**src/rtl/axis_video_rx_checker_xy_counter.sv**
```systemverilog
// video_xy_counter: pixel x/y tracking with line-end, frame-end and EOL error detection
module video_xy_counter #(
    parameter int DIM_W = 16
) (
    input  logic             i_clk,
    input  logic             i_areset,
    input  logic             i_load,
    input  logic             i_adv,
    input  logic             i_last,
    input  logic [DIM_W-1:0] i_width,
    input  logic [DIM_W-1:0] i_height,
    output logic             o_line_end,
    output logic             o_frame_end,
    output logic             o_eol_early,
    output logic             o_eol_missing
);

    logic [DIM_W-1:0] x_q, x_d, y_q, y_d, w_q, w_d, h_q, h_d;
    logic [DIM_W-1:0] x_c, y_c, w_c, h_c;
    logic             beat, last_px;

    // A load beat sees position 0,0 and the freshly sampled geometry in the same cycle
    always_comb begin
        beat          = i_load | i_adv;
        x_c           = i_load ? '0 : x_q;
        y_c           = i_load ? '0 : y_q;
        w_c           = i_load ? i_width : w_q;
        h_c           = i_load ? i_height : h_q;
        last_px       = x_c == w_c - DIM_W'(1);
        o_line_end    = beat & (i_last | last_px);
        o_frame_end   = o_line_end & (y_c == h_c - DIM_W'(1));
        o_eol_early   = beat & i_last & ~last_px;
        o_eol_missing = beat & last_px & ~i_last;
        w_d           = w_c;
        h_d           = h_c;
        x_d           = !beat ? x_q : o_line_end ? '0 : x_c + DIM_W'(1);
        y_d           = !beat ? y_q : o_frame_end ? '0 : o_line_end ? y_c + DIM_W'(1) : y_c;
    end

    // Position and latched geometry registers
    always_ff @(posedge i_clk or posedge i_areset) begin
        if (i_areset) begin
            x_q <= '0;
            y_q <= '0;
            w_q <= '0;
            h_q <= '0;
        end else begin
            x_q <= x_d;
            y_q <= y_d;
            w_q <= w_d;
            h_q <= h_d;
        end
    end

endmodule

```
**config.mk**
```make
export PLATFORM = sky130hd
export DESIGN_NAME = video_xy_counter
export DESIGN_NICKNAME = d
export VERILOG_FILES = /design/src/rtl/axis_video_rx_checker_xy_counter.sv
export SDC_FILE = /design/constraint.sdc
export NUM_CORES = 1
export LEC_CHECK = 0
export BUFFER_PORTS_ARGS = -buffer_cell sky130_fd_sc_hd__buf_2
export CAP_MARGIN = 20
export CORE_MARGIN = 2
export CORE_UTILIZATION = 50
export CTS_BUF_LIST = sky130_fd_sc_hd__clkbuf_4
export CTS_CLUSTER_SIZE = 16
export DETAILED_ROUTE_END_ITERATION = 12
export PLACE_DENSITY = 0.67
export RECOVER_POWER = 25
export SETUP_SLACK_MARGIN = 0.5
export SYNTH_ARGS = -nofsm -noshare
export SYNTH_HDL_FRONTEND = slang
export SYNTH_SLANG_ARGS = --single-unit
```
**constraint.sdc**
```tcl
create_clock -name i_clk -period 6.4 [get_ports i_clk]
set_input_delay 0.96 -clock i_clk [delete_from_list [all_inputs] [get_ports i_clk]]
set_output_delay 0.96 -clock i_clk [all_outputs]
set_load 0.01 [all_outputs]
```
# [Word-level counts from Yosys, hierarchy flattened]
# Index checks and enable logic that the tools add are counted.
[word_totals] elab_cells=27 register_bits=64 output_inout_bits=4 in_bits=37
[classes] mux=7 eq_ne=2 bitwise=10 n_addsub=4
[ops] operator="2-to-1 mux 16 bit" count=7
[ops] operator="adder 16 x 1 -> 16 bit, second input constant" count=2
[ops] operator="equality test 16 bit" count=2
[ops] operator="subtractor 16 x 1 -> 16 bit, second input constant" count=2
[ops] operator="AND 1 bit" count=6
[ops] operator="NOT 1 bit" count=2
[ops] operator="OR 1 bit" count=2

# [Logic depth before layout (Yosys ltp)]
[depth] ltp_word=7 mapped_depth=21 mapped_depth_nobuf=12

# [Least setup slack after synthesis]
# No wires, ideal clock.
[synth_timing] path_kind="in2out" start="in i_load" end="out o_frame_end" t_arrival_ns=5.397 path_buffers=10 cell_stages=19 setup_slack_ns=0.043 required_ns=5.440 cell_sequence="buf_6 buf_6 buf_2 buf_2 clkbuf_1 clkbuf_1 clkbuf_1 clkbuf_1 mux2i_1 ha_1 or4bb_1 and2_1 clkbuf_1 nor3_2 xnor2_1 nor4b_1 a31oi_1 clkbuf_1 nor3_1"
[synth_via] elab_chain_cells=6 word_cells_on_any_way=12 classes_between="2 x add/sub; 2 x eq/ne; 4 x mux; 4 x bitwise"
[synth_lines] item="start, declared" line="7" rtl="input logic i_load,"
[synth_lines] item="2-to-1 mux 16 bit" line="27" rtl="w_c = i_load ? i_width : w_q;"
[synth_lines] item="subtractor 16 x 1 -> 16 bit" line="29" rtl="last_px = x_c == w_c - DIM_W'(1);"
[synth_lines] item="equality test 16 bit" line="29"
[synth_lines] item="OR 1 bit" line="30" rtl="o_line_end = beat & (i_last | last_px);"
[synth_lines] item="AND 1 bit" line="30"
[synth_lines] item="AND 1 bit (*)" line="31" rtl="o_frame_end = o_line_end & (y_c == h_c - DIM_W'(1));"
[synth_lines] item="end, declared" line="13" rtl="output logic o_frame_end,"
# Every way passes the cells marked *; elsewhere a longest branch is shown, timed or not.

# [Worst setup path after layout]
[layout_timing] start="in i_load" end="out o_eol_early"
[layout_via] elab_chain_cells=5 word_cells_on_any_way=8 classes_between="1 x add/sub; 1 x eq/ne; 2 x mux; 4 x bitwise"
[layout_lines] item="2-to-1 mux 16 bit" line="27"
[layout_lines] item="subtractor 16 x 1 -> 16 bit" line="29"
[layout_lines] item="equality test 16 bit" line="29"
[layout_lines] item="NOT 1 bit" line="32" rtl="o_eol_early = beat & i_last & ~last_px;"
[layout_lines] item="AND 1 bit (*)" line="32"
[layout_lines] item="end, declared" line="14" rtl="output logic o_eol_early,"
# Marks and branches as above.

==> results.json <==
{
  "clkTransAtPathRegs_ns": 0.12,
  "syn-num-nets": 656,
  "cts_made_buffers": 9,
  "final_cells": 778,
  "portBuffers": 40,
  "grt_pass1_wl_mm": 22.8,
  "cts_setup_buffers": 0,
  "chipHeight_microns": 106,
  "numClockSinks": 64,
  "yosysTopAreaCell": "dfrtp_1",
  "ys_seq_area_frac": 0.307,
  "startpoint_type": "input pin",
  "ctsHtreeMaxLevel": 3,
  "fmax_mhz": 192,
  "synth_top_area_frac": 0.307,
  "grt_overflow_total": 0,
  "antenna_found_initial": 0,
  "wl_mm": 14.0,
  "dp_cells": 762,
  "ctsResizeCount": 0,
  "yosys_warnings": 0,
  "cap_violations": 1,
  "slew_violations": 65,
  "vias": 4972,
  "core_area_sq_um": 10200,
  "cts_tree": "done",
  "cts_buffer_depth": 2,
  "initial_core_util": 0.509,
  "diodes": 0,
  "drtPass1Iterations": 5,
  "cp-end-kind": "output pin",
  "die-area_sq_um": 11300,
  "netlist_top_cells_area": "dfrtp_1, o21ai_0, mux2_2",
  "root_buffer": "clkbuf_4",
  "fin_util": 0.554,
  "required_ns": 5.44,
  "grt_max_degree": 65,
  "hold_viol_final": 0,
  "status": "finished with violations",
  "yosysUniqueCellTypes": 83,
  "cellLeakagePower_nw": 2.29,
  "critical_path_class": "input pin to output pin",
  "timing.final.crit_share": 0.814,
  "final.setup.tns_ns": 0,
  "worst_ep_arrival_time_ns": 4.25,
  "period_needed_ns": 5.21,
  "synth_area_sq_um": 5210,
  "gp_congestion": 0.991,
  "skew_ns": 0.0244,
  "layout-drive-gt1-share": 0.162,
  "nFillCells": 952,
  "area_growth_pct": 8.76,
  "synth_edf_count": 0,
  "postSynthCellCount": 615,
  "ys_ff_latch": 64,
  "async_reset_ff_frac": 1.00,
  "num_rows": 37,
  "routedWlPerCell_microns": 17.9,
  "holdBufCountCts": 0,
  "total_power_mw": 1.06,
  "ir_drop_v": 0.000150,
  "drt-initial-drc-count": 410,
  "rsz0062_at_grt": "false",
  "first_global_vias": 4467,
  "cp_max_fo": 61,
  "maxSlewHeadroom": -1.34,
  "nets": 678,
  "via_per_inst": 6.39,
  "synth_area_per_cell_sq_um": 8.48,
  "final_antenna_net_count": 0,
  "synth-main-ff-cell": "dfrtp_1",
  "io_pins": 41,
  "setup_viol": 0,
  "grt_use_total": 0.253,
  "power-per-cell-area_nw_per_um2": 187,
  "min_path_type": "flip-flop to flip-flop",
  "failed_checks": "capacitance limit, slew limit",
  "clk_latency_ns": 0.43,
  "drc_errors": 0,
  "worst_slew_pin_slew_ns": 3.52,
  "die_x_microns": 106,
  "dp_hpwl_mm": 10.0
}
-- kinds of logic after synthesis --
kind of cell / count (synthesis) / synth area share
and+or+nand+nor: 243 / 0.270
AOI/OAI and AO/OA: 161 / 0.219
buffers and inverters: 67 / 0.0542
DFF: 64 / 0.307
xor gates and xnor gates: 42 / 0.0706
muxes: 34 / 0.0696
adders and majority gates: 4 / 0.00960
-- synth_stat cells (5+ instances only) --
master     number
nor2b_1        14
mux2i_1        16
nand2_1        41
a21oi_1        23
xor2_1         23
or4_1           5
xnor2_1        19
clkbuf_1       21
nand4_1         7
o21ai_0        47
nor4b_1        12
and3_1         12
nand2b_1        6
a32oi_1         8
a22oi_1         5
mux2_2         18
nor2_1         38
a22o_1          5
nor3_1         20
and2_1         11
inv_1          31
o2bb2ai_1       8
dfrtp_1        64
buf_2           7
nor4_1          9
nand3_1        22
nor3b_1        11
-- final cells by class --
| class | instances | area (sq um) | share of cell area |
|---|---|---|---|
| clock inverter | 7 | 120 | 0.0212 |
| sequential | 64 | 1600 | 0.282 |
| tap | 136 | 170 | 0.0300 |
| clock buffer | 9 | 67.6 | 0.0119 |
| timing repair buffer | 46 | 244 | 0.0430 |
| inverter | 32 | 120 | 0.0212 |
| multi-input combinational | 484 | 3350 | 0.590 |
-- worst max-delay path, cell delays in order --
cell and delay, ns:
buf_4 0.43, mux2i_1 0.29, ha_1 0.22, or4bb_1 0.55, a222oi_1 0.49, o2111a_1 0.28, a21oi_2 0.05, o21ai_2 0.21
nand4b_1 0.32, and3b_1 0.30, buf_2 0.14
-- worst paths after layout --
| path | to | slack (ns) | start | cells after the start |
|---|---|---|---|---|
| setup / recovery | o_eol_early | 1.19 | i_load | 11 |
| max in group asynchronous | w_q[13] | 2.54 | i_areset | 3 |
| setup reg to reg | y_q[2] | 2.46 | w_q[0] | 10 |
| min in group asynchronous | w_q[15] | 1.86 | i_areset | 3 |
| hold / removal | w_q[1] | 0.54 | w_q[1] | 2 |
| hold reg to reg | w_q[1] | 0.54 | w_q[1] | 2 |
-- registers in the layout (all words and copies together) (netlist names) --
signal  cells
y_q        16
w_q        16
x_q        16
h_q        16
-- power by group --
group	internal [mW]	switching (mW)	leakage [nW]
sequential	0.429	0.0350	0.820
combinational	0.0958	0.134	1.37
clock	0.198	0.170	0.0961
-- placed cells by master, fill, tap and decap left out, types with 22 or more instances in the layout --
master,netlist,routed
inv_1,31,31
nor2_1,38,38
nand2_1,41,41
xor2_1,23,23
nand3_1,22,22
dfrtp_1,64,64
a21oi_1,23,23
o21ai_0,47,47
buf_2,7,39
-- per-stage QoR --
stage | setup WS (ns) | hold WS [ns] | cell area [sq um]
finish | 1.19 | 0.536 | 5670
detailed placement | 1.24 | 0.496 | 5490
floorplan | 0.507 | 0.468 | 5230
CTS | 1.22 | 0.530 | 5670
global route | 0.891 | 0.569 | 5670
global placement | 1.30 | 0.505 | 5490
-- per-layer routing --
layer,global-route usage,part of all wire
met1,0.397,0.49
met2,0.361,0.42
met3,0.0307,0.072
met4,0.0761,0.020
met5,0,0
Power figures use the tool's default switching activity.
